--- config.mk ---
export PLATFORM = sky130hd
export DESIGN_NAME = decode_stage
export DESIGN_NICKNAME = d
export VERILOG_FILES = /design/src/rtl/def.sv /design/src/rtl/decode_stage_decode.sv /design/src/rtl/decode_stage.sv
export SDC_FILE = /design/constraint.sdc
export NUM_CORES = 1
export LEC_CHECK = 0
export BUFFER_PORTS_ARGS = -buffer_cell sky130_fd_sc_hd__buf_2
export CELL_PAD_IN_SITES_DETAIL_PLACEMENT = 0
export CELL_PAD_IN_SITES_GLOBAL_PLACEMENT = 1
export CORE_MARGIN = 2
export CORE_UTILIZATION = 29
export DETAILED_ROUTE_END_ITERATION = 12
export HOLD_SLACK_MARGIN = 0.02
export PLACE_DENSITY_LB_ADDON = 0.05
export RECOVER_POWER = 25
export SLEW_MARGIN = 10
export SYNTH_ARGS = -nofsm -noshare
export SYNTH_HDL_FRONTEND = slang
export SYNTH_HIERARCHICAL = 1
export SYNTH_SLANG_ARGS = --single-unit
--- constraint.sdc ---
create_clock -name CLK -period 9 [get_ports CLK]
set_clock_uncertainty 0.15 [all_clocks]
set_input_delay 0.9 -clock CLK [delete_from_list [all_inputs] [get_ports CLK]]
set_output_delay 0.9 -clock CLK [all_outputs]
set_load 0.005 [all_outputs]
--- src/rtl/def.sv ---
// Shared decode definitions: opcodes, funct fields,
// instruction flag indices and the control_info bundle.
package decode_stage_pkg;

  localparam logic [6:0] OP_LUI    = 7'b0110111;
  localparam logic [6:0] OP_AUIPC  = 7'b0010111;
  localparam logic [6:0] OP_JAL    = 7'b1101111;
  localparam logic [6:0] OP_JALR   = 7'b1100111;
  localparam logic [6:0] OP_BRANCH = 7'b1100011;
  localparam logic [6:0] OP_LOAD   = 7'b0000011;
  localparam logic [6:0] OP_STORE  = 7'b0100011;
  localparam logic [6:0] OP_IMM    = 7'b0010011;
  localparam logic [6:0] OP_REG    = 7'b0110011;

  localparam logic [6:0] F7_BASE   = 7'b0000000;
  localparam logic [6:0] F7_ALT    = 7'b0100000;
  localparam logic [6:0] F7_MULDIV = 7'b0000001;

  localparam logic [2:0] F3_BEQ  = 3'd0;
  localparam logic [2:0] F3_BNE  = 3'd1;
  localparam logic [2:0] F3_BLT  = 3'd4;
  localparam logic [2:0] F3_BGE  = 3'd5;
  localparam logic [2:0] F3_BLTU = 3'd6;
  localparam logic [2:0] F3_BGEU = 3'd7;

  localparam logic [2:0] F3_LB   = 3'd0;
  localparam logic [2:0] F3_LH   = 3'd1;
  localparam logic [2:0] F3_LW   = 3'd2;
  localparam logic [2:0] F3_LBU  = 3'd4;
  localparam logic [2:0] F3_LHU  = 3'd5;

  localparam logic [2:0] F3_ADD  = 3'd0;
  localparam logic [2:0] F3_SLL  = 3'd1;
  localparam logic [2:0] F3_SLT  = 3'd2;
  localparam logic [2:0] F3_SLTU = 3'd3;
  localparam logic [2:0] F3_XOR  = 3'd4;
  localparam logic [2:0] F3_SR   = 3'd5;
  localparam logic [2:0] F3_OR   = 3'd6;
  localparam logic [2:0] F3_AND  = 3'd7;

  localparam int NUM_INSTR = 45;

  typedef enum logic [5:0] {
    I_LUI, I_AUIPC, I_JAL, I_JALR,
    I_BEQ, I_BNE, I_BLT, I_BGE, I_BLTU, I_BGEU,
    I_LB, I_LH, I_LW, I_LBU, I_LHU,
    I_SB, I_SH, I_SW,
    I_ADDI, I_SLTI, I_SLTIU, I_XORI, I_ORI, I_ANDI,
    I_SLLI, I_SRLI, I_SRAI,
    I_ADD, I_SUB, I_SLL, I_SLT, I_SLTU,
    I_XOR, I_SRL, I_SRA, I_OR, I_AND,
    I_MUL, I_MULH, I_MULHSU, I_MULHU,
    I_DIV, I_DIVU, I_REM, I_REMU
  } instr_e;

  typedef enum logic [2:0] {
    FMT_R, FMT_I, FMT_S, FMT_B, FMT_U, FMT_J
  } fmt_e;

  typedef struct packed {
    logic [NUM_INSTR-1:0] flag;
    logic [4:0]           rd;
    logic [2:0]           funct3;
    logic [6:0]           funct7;
    logic [31:0]          imm;
    logic [31:0]          pc;
  } control_info_t;

endpackage

--- src/rtl/decode_stage_decode.sv ---
// rv32im_decode_comb: combinational RV32I/M decoder.
// In: INSTRUCTION, PC, ENABLE_M. Out: RS1, RS2, CTR_INFO, ILLEGAL.
module rv32im_decode_comb
  import decode_stage_pkg::*;
(
  input  logic [31:0]   INSTRUCTION,
  input  logic [31:0]   PC,
  input  logic          ENABLE_M,
  output logic [4:0]    RS1,
  output logic [4:0]    RS2,
  output control_info_t CTR_INFO,
  output logic          ILLEGAL
);

  logic [31:0] ins;
  logic [6:0]  opc;
  logic [2:0]  f3;
  logic [6:0]  f7;
  logic        hit;
  fmt_e        fmt;
  instr_e      id;

  assign ins = INSTRUCTION;
  assign opc = ins[6:0];
  assign f3  = ins[14:12];
  assign f7  = ins[31:25];

  always_comb begin
    hit = 1'b1;
    fmt = FMT_I;
    id  = I_ADDI;
    unique case (opc)
      OP_LUI:   begin fmt = FMT_U; id = I_LUI;   end
      OP_AUIPC: begin fmt = FMT_U; id = I_AUIPC; end
      OP_JAL:   begin fmt = FMT_J; id = I_JAL;   end
      OP_JALR: begin
        id  = I_JALR;
        hit = (f3 == 3'd0);
      end
      OP_BRANCH: begin
        fmt = FMT_B;
        unique case (f3)
          F3_BEQ:  id = I_BEQ;
          F3_BNE:  id = I_BNE;
          F3_BLT:  id = I_BLT;
          F3_BGE:  id = I_BGE;
          F3_BLTU: id = I_BLTU;
          F3_BGEU: id = I_BGEU;
          default: hit = 1'b0;
        endcase
      end
      OP_LOAD: begin
        unique case (f3)
          F3_LB:   id = I_LB;
          F3_LH:   id = I_LH;
          F3_LW:   id = I_LW;
          F3_LBU:  id = I_LBU;
          F3_LHU:  id = I_LHU;
          default: hit = 1'b0;
        endcase
      end
      OP_STORE: begin
        fmt = FMT_S;
        unique case (f3)
          3'd0:    id = I_SB;
          3'd1:    id = I_SH;
          3'd2:    id = I_SW;
          default: hit = 1'b0;
        endcase
      end
      OP_IMM: begin
        unique case (f3)
          F3_ADD:  id = I_ADDI;
          F3_SLT:  id = I_SLTI;
          F3_SLTU: id = I_SLTIU;
          F3_XOR:  id = I_XORI;
          F3_OR:   id = I_ORI;
          F3_AND:  id = I_ANDI;
          F3_SLL: begin
            id  = I_SLLI;
            hit = (f7 == F7_BASE);
          end
          F3_SR: begin
            id  = (f7 == F7_ALT) ? I_SRAI : I_SRLI;
            hit = (f7 == F7_BASE) || (f7 == F7_ALT);
          end
          default: hit = 1'b0;
        endcase
      end
      OP_REG: begin
        fmt = FMT_R;
        if (f7 == F7_BASE) begin
          unique case (f3)
            F3_ADD:  id = I_ADD;
            F3_SLL:  id = I_SLL;
            F3_SLT:  id = I_SLT;
            F3_SLTU: id = I_SLTU;
            F3_XOR:  id = I_XOR;
            F3_SR:   id = I_SRL;
            F3_OR:   id = I_OR;
            default: id = I_AND;
          endcase
        end else if (f7 == F7_ALT) begin
          unique case (f3)
            F3_ADD:  id = I_SUB;
            F3_SR:   id = I_SRA;
            default: hit = 1'b0;
          endcase
        end else if (f7 == F7_MULDIV && ENABLE_M) begin
          // M ops are enumerated in funct3 order
          id = instr_e'(6'(I_MUL) + {3'b000, f3});
        end else begin
          hit = 1'b0;
        end
      end
      default: hit = 1'b0;
    endcase
  end

  // Illegal entries carry only the pc
  always_comb begin
    CTR_INFO    = '0;
    CTR_INFO.pc = PC;
    RS1         = '0;
    RS2         = '0;
    ILLEGAL     = ~hit;
    if (hit) begin
      CTR_INFO.flag[id] = 1'b1;
      unique case (fmt)
        FMT_R: begin
          RS1             = ins[19:15];
          RS2             = ins[24:20];
          CTR_INFO.rd     = ins[11:7];
          CTR_INFO.funct3 = f3;
          CTR_INFO.funct7 = f7;
        end
        FMT_I: begin
          RS1             = ins[19:15];
          CTR_INFO.rd     = ins[11:7];
          CTR_INFO.funct3 = f3;
          CTR_INFO.imm    = {{20{ins[31]}}, ins[31:20]};
        end
        FMT_S: begin
          RS1             = ins[19:15];
          RS2             = ins[24:20];
          CTR_INFO.funct3 = f3;
          CTR_INFO.imm    = {{20{ins[31]}}, ins[31:25],
                             ins[11:7]};
        end
        FMT_B: begin
          RS1             = ins[19:15];
          RS2             = ins[24:20];
          CTR_INFO.funct3 = f3;
          CTR_INFO.imm    = {{19{ins[31]}}, ins[31], ins[7],
                             ins[30:25], ins[11:8], 1'b0};
        end
        FMT_U: begin
          CTR_INFO.rd  = ins[11:7];
          CTR_INFO.imm = {ins[31:12], 12'b0};
        end
        FMT_J: begin
          CTR_INFO.rd  = ins[11:7];
          CTR_INFO.imm = {{11{ins[31]}}, ins[31], ins[19:12],
                          ins[20], ins[30:21], 1'b0};
        end
        default: ;
      endcase
    end
  end

endmodule

--- src/rtl/decode_stage.sv ---
// decode_stage: RV32IM decode feeding a QDEPTH-entry output FIFO.
// Valid/ready in and out, FLUSH, saturating illegal counter.
module decode_stage
  import decode_stage_pkg::*;
#(
  parameter int QDEPTH   = 2,
  parameter bit ENABLE_M = 1'b1,
  parameter int CNT_W    = 16
) (
  input  logic             CLK,
  input  logic             RST,
  input  logic             FLUSH,
  input  logic             IN_VALID,
  output logic             IN_READY,
  input  logic [31:0]      INSTRUCTION,
  input  logic [31:0]      PC,
  output logic             OUT_VALID,
  input  logic             OUT_READY,
  output logic [4:0]       RS1,
  output logic [4:0]       RS2,
  output control_info_t    CTR_INFO,
  output logic             ILLEGAL,
  output logic [CNT_W-1:0] ILLEGAL_COUNT
);

  localparam int PW = $clog2(QDEPTH);
  localparam logic [PW:0] FULL = (PW+1)'(QDEPTH);

  typedef struct packed {
    logic [4:0]    rs1;
    logic [4:0]    rs2;
    logic          ill;
    control_info_t ci;
  } entry_t;

  logic [4:0]    dec_rs1;
  logic [4:0]    dec_rs2;
  control_info_t dec_ci;
  logic          dec_ill;

  entry_t          mem_q [QDEPTH];
  entry_t          head;
  logic [PW-1:0]   wptr_q, wptr_d;
  logic [PW-1:0]   rptr_q, rptr_d;
  logic [PW:0]     cnt_q, cnt_d;
  logic [CNT_W-1:0] icnt_q, icnt_d;
  logic            push, pop;

  rv32im_decode_comb u_dec (
    .INSTRUCTION (INSTRUCTION),
    .PC          (PC),
    .ENABLE_M    (ENABLE_M),
    .RS1         (dec_rs1),
    .RS2         (dec_rs2),
    .CTR_INFO    (dec_ci),
    .ILLEGAL     (dec_ill)
  );

  assign OUT_VALID = (cnt_q != '0);
  assign pop       = OUT_VALID & OUT_READY;
  assign IN_READY  = ((cnt_q < FULL) | pop) & ~FLUSH & ~RST;
  assign push      = IN_VALID & IN_READY;

  // Gate the head so an empty queue reads as all zero
  assign head      = OUT_VALID ? mem_q[rptr_q] : '0;
  assign RS1       = head.rs1;
  assign RS2       = head.rs2;
  assign ILLEGAL   = head.ill;
  assign CTR_INFO  = head.ci;
  assign ILLEGAL_COUNT = icnt_q;

  always_comb begin
    wptr_d = wptr_q + PW'(push);
    rptr_d = rptr_q + PW'(pop);
    cnt_d  = cnt_q + (PW+1)'(push) - (PW+1)'(pop);
    icnt_d = icnt_q;
    if (push && dec_ill && (icnt_q != '1)) begin
      icnt_d = icnt_q + CNT_W'(1);
    end
    if (FLUSH) begin
      wptr_d = '0;
      rptr_d = '0;
      cnt_d  = '0;
    end
  end

  always_ff @(posedge CLK) begin
    if (RST) begin
      wptr_q <= '0;
      rptr_q <= '0;
      cnt_q  <= '0;
      icnt_q <= '0;
    end else begin
      wptr_q <= wptr_d;
      rptr_q <= rptr_d;
      cnt_q  <= cnt_d;
      icnt_q <= icnt_d;
      if (push) begin
        mem_q[wptr_q] <= '{dec_rs1, dec_rs2, dec_ill, dec_ci};
      end
    end
  end

endmodule
==> flow_summary_export.csv, run 1 <==
group,metric,value,unit
global_route,grt_overflow,0,
sta,max_freq,175,MHz
clock_network,post_cts_buffers,0,
drt,num_vias,8975,
sta,hold_viol,0,
clock_network,cts_tree,"done",
clock_network,cts-root-buf,"clkbuf_16",
critical_path,cp-end-kind,"primary output",
sta,finalCriticalPeriod,5710,ps
drt,drt_iter0_drc,433,
status,outcome,"finished, violations left",
logic_synthesis,synth-seq-cells,290,
power_and_ir_drop,sw_frac_of_total,0.220,
clock_network,ctsResizeCount,0,
floorplanning,ios,222,
clock_network,clk_latency,540,ps
floorplanning,placementRows,79,
sta,slew_violations,207,
power_and_ir_drop,p_comb_frac,0.056,
drt,drtAntennaViolNets,0,
clock_network,cts_buffer_depth,3,
global_route,grt_pass1_wl,55.8,mm
logic_synthesis,synth_edf_count,270,
logic_synthesis,synth_cell_type_count,78,
logic_synthesis,yosys-top-cells-area,"edfxtp_1, mux2i_1, nor2_1",
power_and_ir_drop,vdd_drop_max,0.000132,V
sta,slew_headroom,-1.68,
power_and_ir_drop,total_power,0.00306,W
sta,setup-tns-final,0,ps
drt,viasPerCell,4.79,
power_and_ir_drop,p_int,0.00239,W
final_layout,synthToLayoutAreaGrowth,18.4,%
critical_path,crit_slowest_cell,"nor2_1",
logic_synthesis,synth_most_common_cell,"edfxtp_1",
logic_synthesis,yosysWarnings,6,
floorplanning,die_x,220,um
logic_synthesis,netlist_top_cells_count,"edfxtp_1, nor2_1, mux2i_1",
logic_synthesis,synth_top_area_cell,"edfxtp_1",
drt,remaining_drc_errors,0,
power_and_ir_drop,clkPwrFrac,0.453,
critical_path,cpPeakStageDelay,1960,ps
critical_path,required,7950,ps
min_path,hold_path.class,"flop to flop",
critical_path,cp.arrival,4660,ps
logic_synthesis,netlist.area_leader.share,0.597,
global_route,antenna_found_initial,2,
floorplanning,initial_core_util,0.293,
sta,holdWs,380,ps
logic_synthesis,syn_area,13600,um2
clock_network,cts_made_buffers,38,
sta,fin_crit_sh,0.634,
sta,tightest_slew,4030,ps
final_layout,drive_gt1_frac,0.230,
power_and_ir_drop,powerDensity,190,nW/um2
logic_synthesis,synthArstFlopShare,0,
floorplanning,die_h,220,um
sta,rsz0062_at_grt,"no",
logic_synthesis,synthCells,1064,
floorplanning,core_area,46400,um2
logic_synthesis,syn_avg_cell_area,12.8,um2
sta,setup_viol,0,
clock_network,hold_buffers,0,
drt,drtPass1Iterations,5,
power_and_ir_drop,leakagePower,5.40,nW
placed_design,hpwlAfterDp,25.1,mm
placed_design,place.gp.congestion,0.812,
drt,drt-total-wl,38.3,mm
clock_network,clock_sinks,290,
critical_path,crit_type,"flop to primary output",
power_and_ir_drop,p_switching,0.000674,W
final_layout,num_antenna_cells,0,
job,maxCapViolCount,3,
global_route,grt_pass1_vias,8819,
global_route,grt_max_degree,136,
final_layout,final_nets,1321,
global_route,grt_util_all_layers,0.154,
drt,routedWlPerCell,20.4,um
placed_design,port_buffers,221,
power_and_ir_drop,pwr-share-seq,0.490,
critical_path,crit_chain,"nor2_1 > buf_4 > buf_4 > nor2_1 > buf_2",
clock_network,clk_pin_slew,60,ps
floorplanning,die_area,48600,um2
logic_synthesis,yosysSeqAreaShare,0.626,
critical_path,worst-path-max-fanout,54,
status,violations,"max-capacitance violations, max-slew violations",
critical_path,crit_path_start_kind,"flop",
clock_network,htree_levels,2,
logic_synthesis,synthFlopType,"edfxtp_1",
[path summary, 6_finish.rpt]
path	from	slack (ps)	to	cells after the start
worst max register to register	cnt_q[1]	4560	mem_q[0][65]	4
worst max-delay path	cnt_q[1]	3290	CTR_INFO[123]	5
worst min-delay path	ILLEGAL_COUNT[6]	380	ILLEGAL_COUNT[6]	2
worst min register to register	ILLEGAL_COUNT[6]	380	ILLEGAL_COUNT[6]	2
[power by group through the flow]
stage | sequential (W) | clock [W] | combinational (W)
floorplan | 0.00153 | 0 | 0.000107
global placement | 0.00152 | 0 | 0.000180
detailed placement | 0.00152 | 0 | 0.000179
CTS | 0.00150 | 0.00143 | 0.000179
global route | 0.00150 | 0.00148 | 0.000192
finish | 0.00150 | 0.00139 | 0.000173
[flip-flops by register name, summed over array words and instances, names as in the netlist]
signal and cells:
mem_q 270, ILLEGAL_COUNT 16, cnt_q 2, rptr_q 1
wptr_q 1
[kinds of logic (layout without fill, tap and decap cells)]
| kind of cell | Yosys count | count (layout) | synth area share |
|---|---|---|---|
| simple gates | 386 | 386 | 0.155 |
| flops | 290 | 290 | 0.626 |
| mux | 138 | 138 | 0.102 |
| compound gates | 118 | 118 | 0.0575 |
| buf+inv | 116 | 314 | 0.0475 |
| fa+ha+maj | 9 | 9 | 0.00829 |
| xor+xnor | 5 | 5 | 0.00322 |
| other cells | 2 | 7 | 0.000553 |
[layer usage]
metal	global-route usage	vias to the layer above	share of wire
li1	-	4294	-
met1	0.207	4427	0.46
met2	0.251	199	0.47
met3	0.0331	53	0.046
met4	0.0443	2	0.021
met5	0	-	0.00024
[cells in the final DEF, fill, tap and decap left out, types with 4 or more instances in the layout]
cell type and count:
nand3_1 14, buf_4 11, a22oi_1 4, o31ai_1 13, mux2i_1 138, o211ai_1 5
and2_1 11, nand2_1 42, and3_1 25, o21ai_1 7, dfxtp_1 19, nor2b_1 5
clkbuf_1 37, nor4_2 8, or3_1 7, a211o_1 4, buf_2 198, or4_1 9
edfxtp_1 270, nor3_1 26, conb_1 7, o22ai_1 4, inv_1 14, ha_1 9
clkinv_1 4, a21oi_1 44, nand2b_1 8, nand4_1 9, o21ai_0 8, clkbuf_16 41
nor4_1 14, nor2_1 164
[metrics by stage]
step                      std cells  cell area, um2  setup WS, ps  utilization
final                          1874           16100          3290        0.347
after detailed placement       1810           15000          4330        0.324
after CTS                      1874           16200          4420        0.349
after global routing           1874           16100          2820        0.347
after floorplan                1069           13600          1360            -
after global placement         1810           15000          4360        0.324
[layout make-up]
class                      instances  area (um2)
timing repair buffer             233        1160
inverter                          17        63.8
multi-input combinational        663        4460
clock buffer                      56        1090
sequential                       290        8510
tap                              607         759
fill                            4649       30300
clock inverter                     8        41.3
[worst max-delay path: cells and delay by family, from the launching register on]
family / cells / cell delay (ps)
AND/OR/NAND/NOR: 2 / 2190
buffers and inverters: 3 / 1560
flip-flops: 1 / 330
Power figures use the tool's default switching activity.
==> inputs of run 2 (changes only) <==
- clock period: 9 -> 5.9 ns (I/O delays scaled with it)
==> run 2 against run 1 <==
- the run still ends with max-capacitance violations, max-slew violations left
- utilization fell by 0.067 points
- count of clock-buffer cells in the layout fell by 8
- non-clock buffer count fell by 2
- global-route usage barely moved
==> flow_summary_export.csv, run 2 (same netlist as run 1, synthesis figures left out) <==
group,metric,value,unit
floorplanning,core_area,46400,um2
final_layout,drive_gt1_frac,0.225,
power_and_ir_drop,p_int,0.00360,W
sta,setup_viol,0,
clock_network,cts_made_buffers,37,
clock_network,cts_buffer_depth,3,
drt,routedWlPerCell,20.5,um
critical_path,path_delay_family,"simple AND/OR/NAND/NOR gates",
sta,max_freq,245,MHz
sta,finalCriticalPeriod,4090,ps
final_layout,final-seq-area,8510,um2
critical_path,path_buf_inv,2,
floorplanning,ios,222,
final_layout,final_cells,1870,
floorplanning,initial_core_util,0.293,
critical_path,worst-path-max-fanout,21,
final_layout,fill_cells,4628,
min_path,hold_path.class,"primary input to flop",
placed_design,port_buffers,221,
final_layout,max_flop_register,"mem_q",
floorplanning,die_h,220,um
sta,setup-tns-final,0,ps
sta,hold_viol,0,
placed_design,hpwlAfterDp,24.8,mm
global_route,grt_max_degree,115,
drt,drtAntennaViolNets,0,
floorplanning,die_x,220,um
floorplanning,placementRows,79,
status,violations,"max-capacitance violations, max-slew violations",
placed_design,placed_cells,1808,
final_layout,largest_register_ffs,270,
floorplanning,die_area,48600,um2
power_and_ir_drop,total_power,0.00461,W
sta,tightest_slew,2940,ps
global_route,grt_pass1_wl,55.8,mm
power_and_ir_drop,powerDensity,287,nW/um2
critical_path,cpPeakStageDelay,820,ps
final_layout,final_nets,1318,
clock_network,hold_buffers,0,
clock_network,clock_sinks,290,
power_and_ir_drop,sw_frac_of_total,0.220,
critical_path,required,6030,ps
final_layout,final_common_cell,"edfxtp_1",
power_and_ir_drop,p_comb_frac,0.057,
drt,remaining_drc_errors,0,
power_and_ir_drop,p_switching,0.00101,W
final_layout,fin_util,0.346,
global_route,antenna_found_initial,0,
sta,fin_crit_sh,0.693,
power_and_ir_drop,clkPwrFrac,0.447,
drt,drt_iter0_drc,548,
critical_path,crit_chain,"clkbuf_1 > inv_1 > ha_1 > or3_1 > o21bai_1 > o211ai_1 > nand2_1 > nand3_1 > nor4b_1",
sta,rsz0062_at_grt,"no",
final_layout,num_antenna_cells,0,
critical_path,crit_path_start_kind,"primary input",
power_and_ir_drop,leakagePower,5.37,nW
drt,drt-total-wl,38.3,mm
drt,num_vias,8990,
job,maxCapViolCount,3,
sta,slew_violations,160,
clock_network,cts-root-buf,"clkbuf_16",
final_layout,multi_input_area,4460,um2
final_layout,final_cell_mix,"edfxtp_1, buf_2, nor2_1",
clock_network,cts_tree,"done",
sta,slew_headroom,-0.963,
global_route,grt_overflow,0,
critical_path,crit_slowest_cell,"nand3_1",
clock_network,ctsResizeCount,0,
clock_network,clk_pin_slew,60,ps
drt,viasPerCell,4.81,
clock_network,htree_levels,2,
status,outcome,"finished, violations left",
sta,worst_slack,1810,ps
power_and_ir_drop,vdd_drop_max,0.000205,V
global_route,grt_pass1_vias,8659,
drt,drtPass1Iterations,5,
critical_path,cp.arrival,4220,ps
clock_network,post_cts_buffers,0,
critical_path,crit_type,"primary input to flop",
final_layout,synthToLayoutAreaGrowth,18.2,%
critical_path,cp-end-kind,"flop",
placed_design,post-place-ws,1660,ps
clock_network,clk_latency,520,ps
placed_design,place.gp.congestion,0.793,
power_and_ir_drop,pwr-share-seq,0.496,
global_route,grt_util_all_layers,0.154,
==> run 2: cell count changes in the layout (fill, tap and decap cells not counted) <==
cell | previous run | this run
buf_12 | 0 | 3
bufinv_16 | 0 | 2
and3_1 | 25 | 24
clkinv_2 | 2 | 3
and3_4 | 0 | 1
and2_1 | 11 | 13
buf_4 | 11 | 5
clkbuf_16 | 41 | 37
clkinv_1 | 4 | 8
clkinvlp_4 | 1 | 0
clkbuf_8 | 1 | 0
buf_2 | 198 | 196
and2_0 | 3 | 1
==> run 2: path summary, 6_finish.rpt <==
kind | startpoint | endpoint | cells after the start | slack (ps)
worst max-delay path | INSTRUCTION[12] | mem_q[0][107] | 9 | 1810
worst min-delay path | PC[2] | mem_q[0][2] | 1 | 100
worst max register to register | cnt_q[1] | mem_q[0][86] | 4 | 2160
worst min register to register | ILLEGAL_COUNT[6] | ILLEGAL_COUNT[6] | 2 | 370
==> run 2: power by group through the flow <==
stage                     Clock, W  Combinational (W)  Sequential (W)
after global placement           0           0.000275         0.00232
after detailed placement         0           0.000273         0.00233
after CTS                  0.00213           0.000274         0.00228
after floorplan                  0           0.000163         0.00233
after global routing       0.00222           0.000294         0.00229
final                      0.00206           0.000264         0.00229
==> run 2: final cells by class <==
cell class	instances	share of cell area
clock inverters	14	0.00709
flip-flops and latches	290	0.530
inverters	17	0.00397
multi-input cells	663	0.278
repair buffers	231	0.0735
clock buffers	48	0.0602
well taps	607	0.0473
==> run 2: per-stage QoR <==
| stage | instance area [um2] | hold WS, ps |
|---|---|---|
| 6_report | 16100 | 99.4 |
| 4_1_cts | 16100 | 63.3 |
| 3_3_place_gp | 15000 | 355 |
| 5_1_grt | 16100 | 67.4 |
| 3_5_place_dp | 15000 | 364 |
| 2_1_floorplan | 13600 | 338 |
==> run 2: per-layer routing <==
metal / share of wire / wire length (um) / vias to the layer above / global-route usage
met2: 0.49 / 18800 / 192 / 0.256
met3: 0.043 / 1660 / 43 / 0.0302
met5: 0 / 0 / - / 0
met1: 0.45 / 17200 / 4458 / 0.209
met4: 0.016 / 608 / 0 / 0.0353
li1: - / - / 4297 / -
